File: src/rtl/sseg_scan_decoder.sv
// -----------------------------------------------------------------------------
// sseg_scan_decoder
// Watches a multiplexed common-anode 7-segment bus ({an, sseg}) and recovers
// the hex digit shown on each of the four positions. A digit is captured only
// after the bus has been sampled unchanged STABLE_CYCLES times in a row with
// exactly one anode active.
//
// Optional feature macro: SSEG_SCAN_ERR_CNT_EN (adds the err_cnt output).
//
// Ports:
//   clk         system clock, rising edge
//   rst         asynchronous active-high reset
//   an[3:0]     anode enables, active-low (an[i]=0 selects digit i)
//   sseg[6:0]   segment lines, active-low, bit order g..a
//   digits[15:0] captured hex codes, digits[4i+3:4i] belongs to digit i
//   valid[3:0]  digit i last captured a legal hex pattern
//   blank[3:0]  digit i last captured the all-off pattern 7'h7F
//   err         one-cycle pulse when an illegal pattern is captured
//   frame_done  one-cycle pulse once all four digits have been captured
//   err_cnt[7:0] saturating count of err pulses (SSEG_SCAN_ERR_CNT_EN only)
// -----------------------------------------------------------------------------
module sseg_scan_decoder #(
    parameter int unsigned STABLE_CYCLES = 4
) (
    input  logic        clk,
    input  logic        rst,
    input  logic [3:0]  an,
    input  logic [6:0]  sseg,
    output logic [15:0] digits,
    output logic [3:0]  valid,
    output logic [3:0]  blank,
    output logic        err,
    output logic        frame_done
`ifdef SSEG_SCAN_ERR_CNT_EN
    ,
    output logic [7:0]  err_cnt
`endif
);

    localparam int unsigned AN_W   = 4;
    localparam int unsigned SEG_W  = 7;
    localparam int unsigned CNT_W  = 8;
    localparam int unsigned CODE_W = 4;
    localparam logic [CNT_W-1:0] CNT_MAX   = CNT_W'(STABLE_CYCLES - 1);
    localparam logic [SEG_W-1:0] SEG_BLANK = 7'h7F;

    typedef enum logic [1:0] {
        ST_IDLE   = 2'd0,
        ST_SETTLE = 2'd1,
        ST_HOLD   = 2'd2
    } state_t;

    // Exactly one anode low -> that digit is selected.
    function automatic logic an_single(input logic [AN_W-1:0] a);
        logic ok;
        ok = 1'b0;
        case (a)
            4'hE, 4'hD, 4'hB, 4'h7: ok = 1'b1;
            default:                ok = 1'b0;
        endcase
        return ok;
    endfunction

    // Registered state
    state_t                r_state;
    logic [AN_W-1:0]       r_an;
    logic [SEG_W-1:0]      r_sseg;
    logic [CNT_W-1:0]      r_cnt;
    logic [15:0]           r_digits;
    logic [3:0]            r_valid;
    logic [3:0]            r_blank;
    logic                  r_err;
    logic                  r_frame_done;
    logic [3:0]            r_mask;
`ifdef SSEG_SCAN_ERR_CNT_EN
    logic [7:0]            r_err_cnt;
`endif

    // Combinational helpers
    logic                  w_in_same;
    logic                  w_in_sel_ok;
    logic [CNT_W-1:0]      w_cnt_next;
    logic                  w_sel_ok;
    logic [1:0]            w_sel_idx;
    logic                  w_dec_legal;
    logic [CODE_W-1:0]     w_dec_code;
    logic                  w_is_blank;
    logic                  w_capture;
    logic [3:0]            w_cap_mask;

    // Stability counter: restarts on any change or on a non-single anode value.
    always_comb begin
        w_in_same   = ({an, sseg} == {r_an, r_sseg});
        w_in_sel_ok = an_single(an);
        w_cnt_next  = '0;
        if (w_in_same && w_in_sel_ok) begin
            if (r_cnt == CNT_MAX) begin
                w_cnt_next = r_cnt;
            end else begin
                w_cnt_next = r_cnt + CNT_W'(1);
            end
        end
    end

    // Digit index of the registered sample.
    always_comb begin
        w_sel_ok  = an_single(r_an);
        w_sel_idx = 2'd0;
        case (r_an)
            4'hE:    w_sel_idx = 2'd0;
            4'hD:    w_sel_idx = 2'd1;
            4'hB:    w_sel_idx = 2'd2;
            4'h7:    w_sel_idx = 2'd3;
            default: w_sel_idx = 2'd0;
        endcase
    end

    // Segment pattern to hex code.
    always_comb begin
        w_dec_legal = 1'b1;
        w_dec_code  = '0;
        case (r_sseg)
            7'h40:   w_dec_code = 4'h0;
            7'h79:   w_dec_code = 4'h1;
            7'h24:   w_dec_code = 4'h2;
            7'h30:   w_dec_code = 4'h3;
            7'h19:   w_dec_code = 4'h4;
            7'h12:   w_dec_code = 4'h5;
            7'h02:   w_dec_code = 4'h6;
            7'h78:   w_dec_code = 4'h7;
            7'h00:   w_dec_code = 4'h8;
            7'h10:   w_dec_code = 4'h9;
            7'h08:   w_dec_code = 4'hA;
            7'h03:   w_dec_code = 4'hB;
            7'h46:   w_dec_code = 4'hC;
            7'h21:   w_dec_code = 4'hD;
            7'h06:   w_dec_code = 4'hE;
            7'h0E:   w_dec_code = 4'hF;
            default: w_dec_legal = 1'b0;
        endcase
        w_is_blank = (r_sseg == SEG_BLANK);
    end

    // A saturated counter in SETTLE means STABLE_CYCLES identical samples are held.
    always_comb begin
        w_capture  = (r_state == ST_SETTLE) && w_sel_ok && (r_cnt == CNT_MAX);
        w_cap_mask = '0;
        if (w_capture) begin
            w_cap_mask[w_sel_idx] = 1'b1;
        end
    end

    // Sampler, FSM, capture and frame tracking.
    always_ff @(posedge clk or posedge rst) begin
        if (rst) begin
            r_state      <= ST_IDLE;
            r_an         <= '1;
            r_sseg       <= '1;
            r_cnt        <= '0;
            r_digits     <= '0;
            r_valid      <= '0;
            r_blank      <= '1;
            r_err        <= 1'b0;
            r_frame_done <= 1'b0;
            r_mask       <= '0;
`ifdef SSEG_SCAN_ERR_CNT_EN
            r_err_cnt    <= '0;
`endif
        end else begin
            r_an         <= an;
            r_sseg       <= sseg;
            r_cnt        <= w_cnt_next;
            r_err        <= 1'b0;
            r_frame_done <= 1'b0;

            case (r_state)
                ST_IDLE: begin
                    if (w_sel_ok) begin
                        r_state <= ST_SETTLE;
                    end
                end
                ST_SETTLE: begin
                    if (!w_sel_ok) begin
                        r_state <= ST_IDLE;
                    end else if (r_cnt == CNT_MAX) begin
                        r_state <= ST_HOLD;
                    end
                end
                ST_HOLD: begin
                    // A cleared counter means the last sample differed.
                    if (r_cnt == '0) begin
                        r_state <= w_sel_ok ? ST_SETTLE : ST_IDLE;
                    end
                end
                default: begin
                    r_state <= ST_IDLE;
                end
            endcase

            if (w_capture) begin
                if (w_dec_legal) begin
                    r_digits[{w_sel_idx, 2'b00} +: CODE_W] <= w_dec_code;
                    r_valid[w_sel_idx]                     <= 1'b1;
                    r_blank[w_sel_idx]                     <= 1'b0;
                end else if (w_is_blank) begin
                    r_valid[w_sel_idx] <= 1'b0;
                    r_blank[w_sel_idx] <= 1'b1;
                end else begin
                    r_valid[w_sel_idx] <= 1'b0;
                    r_blank[w_sel_idx] <= 1'b0;
                    r_err              <= 1'b1;
`ifdef SSEG_SCAN_ERR_CNT_EN
                    if (r_err_cnt != 8'hFF) begin
                        r_err_cnt <= r_err_cnt + 8'd1;
                    end
`endif
                end
            end

            // Full mask: pulse frame_done and restart, keeping a same-edge capture.
            if (r_mask == 4'hF) begin
                r_frame_done <= 1'b1;
                r_mask       <= w_cap_mask;
            end else begin
                r_mask <= r_mask | w_cap_mask;
            end
        end
    end

    assign digits     = r_digits;
    assign valid      = r_valid;
    assign blank      = r_blank;
    assign err        = r_err;
    assign frame_done = r_frame_done;
`ifdef SSEG_SCAN_ERR_CNT_EN
    assign err_cnt    = r_err_cnt;
`endif

endmodule

File: config.mk
export PLATFORM = sky130hd
export DESIGN_NAME = sseg_scan_decoder
export DESIGN_NICKNAME = d
export VERILOG_FILES = /design/src/rtl/sseg_scan_decoder.sv
export SDC_FILE = /design/constraint.sdc
export NUM_CORES = 1
export LEC_CHECK = 0
export BUFFER_PORTS_ARGS = -buffer_cell sky130_fd_sc_hd__clkbuf_2
export CORE_MARGIN = 5
export CORE_UTILIZATION = 60
export DETAILED_ROUTE_END_ITERATION = 6
export PLACE_DENSITY = 0.83
export SYNTH_ARGS = -nofsm -noshare
export SYNTH_HDL_FRONTEND = slang
export SYNTH_SLANG_ARGS = --single-unit
File: constraint.sdc
create_clock -name clk -period 6.63 [get_ports clk]
set_clock_uncertainty 0.15 [all_clocks]
set_input_delay 0.9945 -clock clk [delete_from_list [all_inputs] [get_ports clk]]
set_output_delay 0.9945 -clock clk [all_outputs]
set_load 0.01 [all_outputs]
# Yosys cells after proc, flatten, opt, wreduce, memory -nomap -nowiden

Cells that the tools add are included.

Memories: 0
Bits of input ports: 13
Word-level logic and storage cells: 92
Output and inout port bits: 26
Memory bits (writable): 0
Bits in read-only memories: 0
Latch bits: 0
Flip-flop bits (word level): 51

Add/subtract/negate cells: 2
Equality and inequality tests: 33
Order comparisons: 2
Muxes and demuxes: 25
Shifts and indexed selects: 2
Div/mod/pow operators: 0
Multiply operators: 0
Bitwise operators: 6
Reduce and logical (&&, ||, !) cells: 12

Operator list:

| operator                 | count |
|---|---|
| $pmux W4 S15             | 1 |
| $eq A7 B7 Y1 const B     | 5 |
| $eq A4 B4 Y1 const B     | 7 |
| $eq A7 B5 Y1 const B     | 3 |
| $eq A7 B6 Y1 const B     | 3 |
| $mux W4                  | 5 |
| $bwmux W16               | 1 |
| $mux W8                  | 2 |
| $reduce_or A16 Y1        | 1 |
| $shift A4 B6 Y16 const A | 1 |
| $shiftx A4 B6 Y16        | 1 |
| $eq A7 B2 Y1 const B     | 2 |
| $eq A7 B4 Y1 const B     | 2 |
| $or A4 B4 Y4             | 3 |
| $pmux W2 S3              | 2 |
| $eq A11 B11 Y1           | 1 |
| $mux W1                  | 9 |
| $add A8 B1 Y8 const B    | 1 |
| $and A4 B4 Y4            | 2 |
| $eq A4 B3 Y1 const B     | 2 |
| $eq A8 B2 Y1 const B     | 1 |
| $logic_not A8 Y1         | 1 |
| $mux W2                  | 4 |
| $reduce_or A4 Y1         | 2 |
| 15 further kinds         | 20 |

# Logic depth before layout (Yosys ltp)

Word-level depth: 10
Depth in mapped cells: 8
Gate-level depth less buffers: 7

# Worst setup path before layout

Ideal clock, no wire load.

Path type: flip-flop to flip-flop
Start: register r_cnt[2]
End: register with a tool-made name
Arrival: 1.968 ns
Cell stages (with the launch flop): 7
Data required time: 6.355 ns
Setup time: 0.125 ns
Clock period less this slack: 2.243 ns
Path slack: 4.387 ns
Path buffers: 1
Cells stage by stage: dfrtp_1 -> or4_4 -> nor4_4 -> and3_1 -> buf_6 -> nand2_4 -> mux2_4

RTL lines:

| what                     | RTL line | RTL |
|---|---|---|
| start: declaration       | 68       | `logic [CNT_W-1:0] r_cnt;` |
| start signal: assignment | 172      | `r_cnt <= w_cnt_next;` |

# Final worst setup path

Start: register r_cnt[2]
End: register r_digits[6] (netlist: digits[6])

Longest elaborated chain between the ends: 3

Ends and longest elaborated chain:

| what                               | RTL line | RTL |
|---|---|---|
| $eq A8 B2 Y1                       | 146      | `w_capture = (r_state == ST_SETTLE) && w_sel_ok && (r_cnt == CNT_MAX);` |
| $logic_and A1 B1 Y1                | 146      |  |
| $reduce_and A2 Y1 (no source line) | --       |  |
| end signal: indexed assignment     | 202      | `r_digits[{w_sel_idx, 2'b00} +: CODE_W] <= w_dec_code;` |
| end: declaration                   | 69       | `logic [15:0] r_digits;` |

No other way between the ends.
A chain may end at the register's enable or synchronous reset.

==> metrics.md <==
| Metric | Value |
|---|---|
| Detail-routed via count per cell | roughly 6 |
| Tightest slew margin relative to the limit | between 30 and 40% |
| Clock tree root buffer cell | sky130_fd_sc_hd__clkbuf_8 |
| FMAX | around 350 MHz |
| CTS tree | done |
| Crit path max-delay family | simple AND/OR/NAND/NOR gates |
| Number of filler cells placed in the layout | around 340 |
| Most frequent cells in the layout | sky130_fd_sc_hd__clkbuf_2, sky130_fd_sc_hd__dfrtp_1, sky130_fd_sc_hd__nand2_1 |
| Count of maximum capacitance violations | 0 |
| Internal portion of total power | 422 uW |
| Highest cell delay on the worst timing path | 720 ps |
| Share of async-settable or async-resettable flops after synthesis | 100% |
| Via count of the routed design | around 2k |
| Area contributors post-synth | sky130_fd_sc_hd__dfrtp_1, sky130_fd_sc_hd__dfstp_2, sky130_fd_sc_hd__ha_1 |
| Leak pwr | about 1.4 nW |
| Vert. Die Dim | just under 80 um |
| HPWL after DPL | 3.74 mm |
| Synth Warn # | 0 |
| Final antenna-violating net count | 0 |
| Area inside the core boundary | about 0.0044 mm^2 |
| Effective utilization at floorplan | 62.4% |
| TritonCTS Buffers | 5 |
| Switching part of the total power | between 20% and 30% |
| CTS resizes | 0 |
| Final worst path period need | between 2000 and 3000 ps |
| CP Depth | 5 |
| Clock Tree Buf Depth | 2 |
| Class of the most critical setup path | reg -> reg |
| Critical path cell sequence | or4_4, nor4_4, and3_1, o311ai_2, a32o_1 |
| Leading cell type in the layout, fill and taps excluded | sky130_fd_sc_hd__clkbuf_2 |
| Min Hold Slack | 341 ps |
| Largest net degree at the start of global routing | 52 |
| Depth of the worst register-to-register path | 5 |
| CP max stage cell | sky130_fd_sc_hd__and3_1 |
| Syn Inst Count | ~250 |
| Combinational share of power | 8.3% |
| Data required time of the critical path | approximately 6700 ps |
| Kind of end point of the critical path | register |
| Weighted congestion at the end of routability-driven global placement | about 0.86 |
| Type of element launching the critical path | register |
| Critical path data arrival time | roughly 2900 ps |
| Maximum resistive drop on vdd | 0.123 mV |
| Wire length on met3 | approximately 290 um |
| Transition at the pin with the smallest max-transition slack | 996 ps |
| Fraction of power consumed by the clock network | about a third |
| Top FF cell, synth | sky130_fd_sc_hd__dfrtp_1 |
| Total number of clock tree sinks | 51 |
| Crit path buffers/inverters | 0 |
| Final antenna diode count | 0 |
| Sum of negative setup slack | 0 ps |
| Hold Path Depth | 2 |
| CTS H-tree lvls | 2 |
| Number of flops mapped to enable cells by yosys | 0 |
| Total of hold buffers inserted after clock tree synthesis | 0 |
| Final Routed Wirelength | slightly above 5 mm |
| Pins Over Slew Limit | 0 |
| Register share of total power | between 50% and 60% |
| Outcome | finished clean |
| Final setup vio count | 0 |
| Share of the cycle needed by the critical path after routing | about 43% |
| Area enclosed by the die boundary | between 0.006 and 0.007 mm^2 |
| Net total in the final layout | between 300 and 400 |
| Worst hold path class | reg -> reg |
| Flop and latch count out of synthesis | 51 |
| Nets in the synthesized netlist | ~270 |
| WL/cell | ~15 um |
| Clock input transition at the sequential cells of the worst setup and hold paths | 90 ps |
| Number of antenna violations at the first check in global routing | 0 |
| First-pass GRT wire length | between 8 and 9 mm |
| Total length of routed met2 wires | ~2.3 mm |
| Ratio of cells with drive above 1 in the final layout | around 27% |
| Number of distinct library cells after synthesis | 54 |
| Horiz. Die Dim | ~78 um |
| Uppermost layer routed | met4 |
| Setup repair after global routing missed its margin | false |
| Sequential area share after synthesis | between 40% and 50% |
| Later-pin clock latency in the skew report | 300 ps |
| Global Route Usage Sum | between 10% and 20% |
| Area share of the largest cell type after synthesis | 32.9% |
| Sw power | ~140 uW |
| Number of endpoints with negative hold slack in the final report | 0 |
| Met1 Routed Length | 2.34 mm |
| Post-synth design cell area | approximately 0.0027 mm^2 |
| Max Fanout on Critical Path | 16 |
| I/O pin count | 39 |
| Mean cell area of the mapped netlist | about 11 um^2 |
| Drt pass-1 iters | 4 |
| Power density over the cells | about 190 mW/mm^2 |
| Synth area leader | sky130_fd_sc_hd__dfrtp_1 |
| Detailed-route DRC error count | 0 |
| Count of buffers from port buffering | 38 |
| P&R area growth vs syn | 11.0% |
| Setup fix buffers added after clock tree synthesis | 0 |
| Number of rows created at floorplan | 24 |
| Total global routing overflow | 0 |
| Initial detailed-routing violation count | 78 |
| Via count of the first global-routing pass | between 1.5k and 2k |
## synthesized netlist by cell type (all sizes together) (6+ instances only)
cell type  count
a21oi          6
clkbuf         6
dfrtp         36
dfstp         15
ha             9
inv           11
mux2           7
nand2         24
nand3         12
nand4          6
nor2          16
nor3           6
o2bb2ai       10
xnor2         11
xor2          10
## kinds of logic after synthesis
| logic type | synth area share, % |
|---|---|
| AOI/OAI and AO/OA | 14.3 |
| DFF | 47.3 |
| and+or+nand+nor | 19.3 |
| muxes | 4.80 |
| buffers and inverters | 3.47 |
| xor gates and xnor gates | 6.72 |
| adders and majority gates | 4.11 |
## cell type report
type,count,area [um^2],share of cell area (%)
Tap cell,52,65.1,2.14
Timing Repair Buffer,38,190,6.26
Multi-Input combinational cell,180,1350,44.4
Clock buffer,6,82.6,2.72
Inverter,11,41.3,1.36
Sequential cell,51,1290,42.6
Clock inverter,2,16.3,0.535
## routing by layer
metal  vias up  track usage, %
li1        988               -
met1       946            24.6
met2        54            29.2
met3         8            2.66
met4         0            5.67
met5         -               0
## path summary, 6_finish.rpt
| check | startpoint | endpoint | slack, ps |
|---|---|---|---|
| setup reg to reg | r_cnt[2] | digits[6] | 3800 |
| min in group asynchronous | rst | frame_done | 750 |
| setup / recovery | r_cnt[2] | digits[6] | 3800 |
| hold / removal | r_mask[2] | r_mask[2] | 340 |
| hold reg to reg | r_mask[2] | r_mask[2] | 340 |
| max in group asynchronous | rst | digits[12] | 4970 |
## per-stage QoR
| step | setup slack (ps) | instance area [um^2] | util [%] | total power, mW | instances |
|---|---|---|---|---|---|
| 3_3_place_gp | 3870 | 2940 | 67.0 | 0.380 | 332 |
| 6_report | 3800 | 3040 | 69.3 | 0.563 | 340 |
| 2_1_floorplan | 4280 | 2740 | - | 0.367 | 252 |
| 5_1_grt | 3630 | 3040 | 69.3 | 0.587 | 340 |
| 3_5_place_dp | 3810 | 2940 | 67.0 | 0.382 | 332 |
| 4_1_cts | 3790 | 3040 | 69.3 | 0.567 | 340 |
## power by group through the flow
stage               clock [mW]  sequential [mW]  combinational, mW
detailed placement           0            0.335             0.0469
CTS                      0.191            0.329             0.0472
global route             0.203            0.330             0.0537
finish                   0.187            0.329             0.0466
global placement             0            0.335             0.0455
floorplan                    0            0.327             0.0404
## tightest hold or removal path: cells and delay by family, from the launching register on
| family | cells | cell delay, ps |
|---|---|---|
| simple gates | 2 | 110 |
| flops | 1 | 350 |
(Power assumes the default switching activity.)
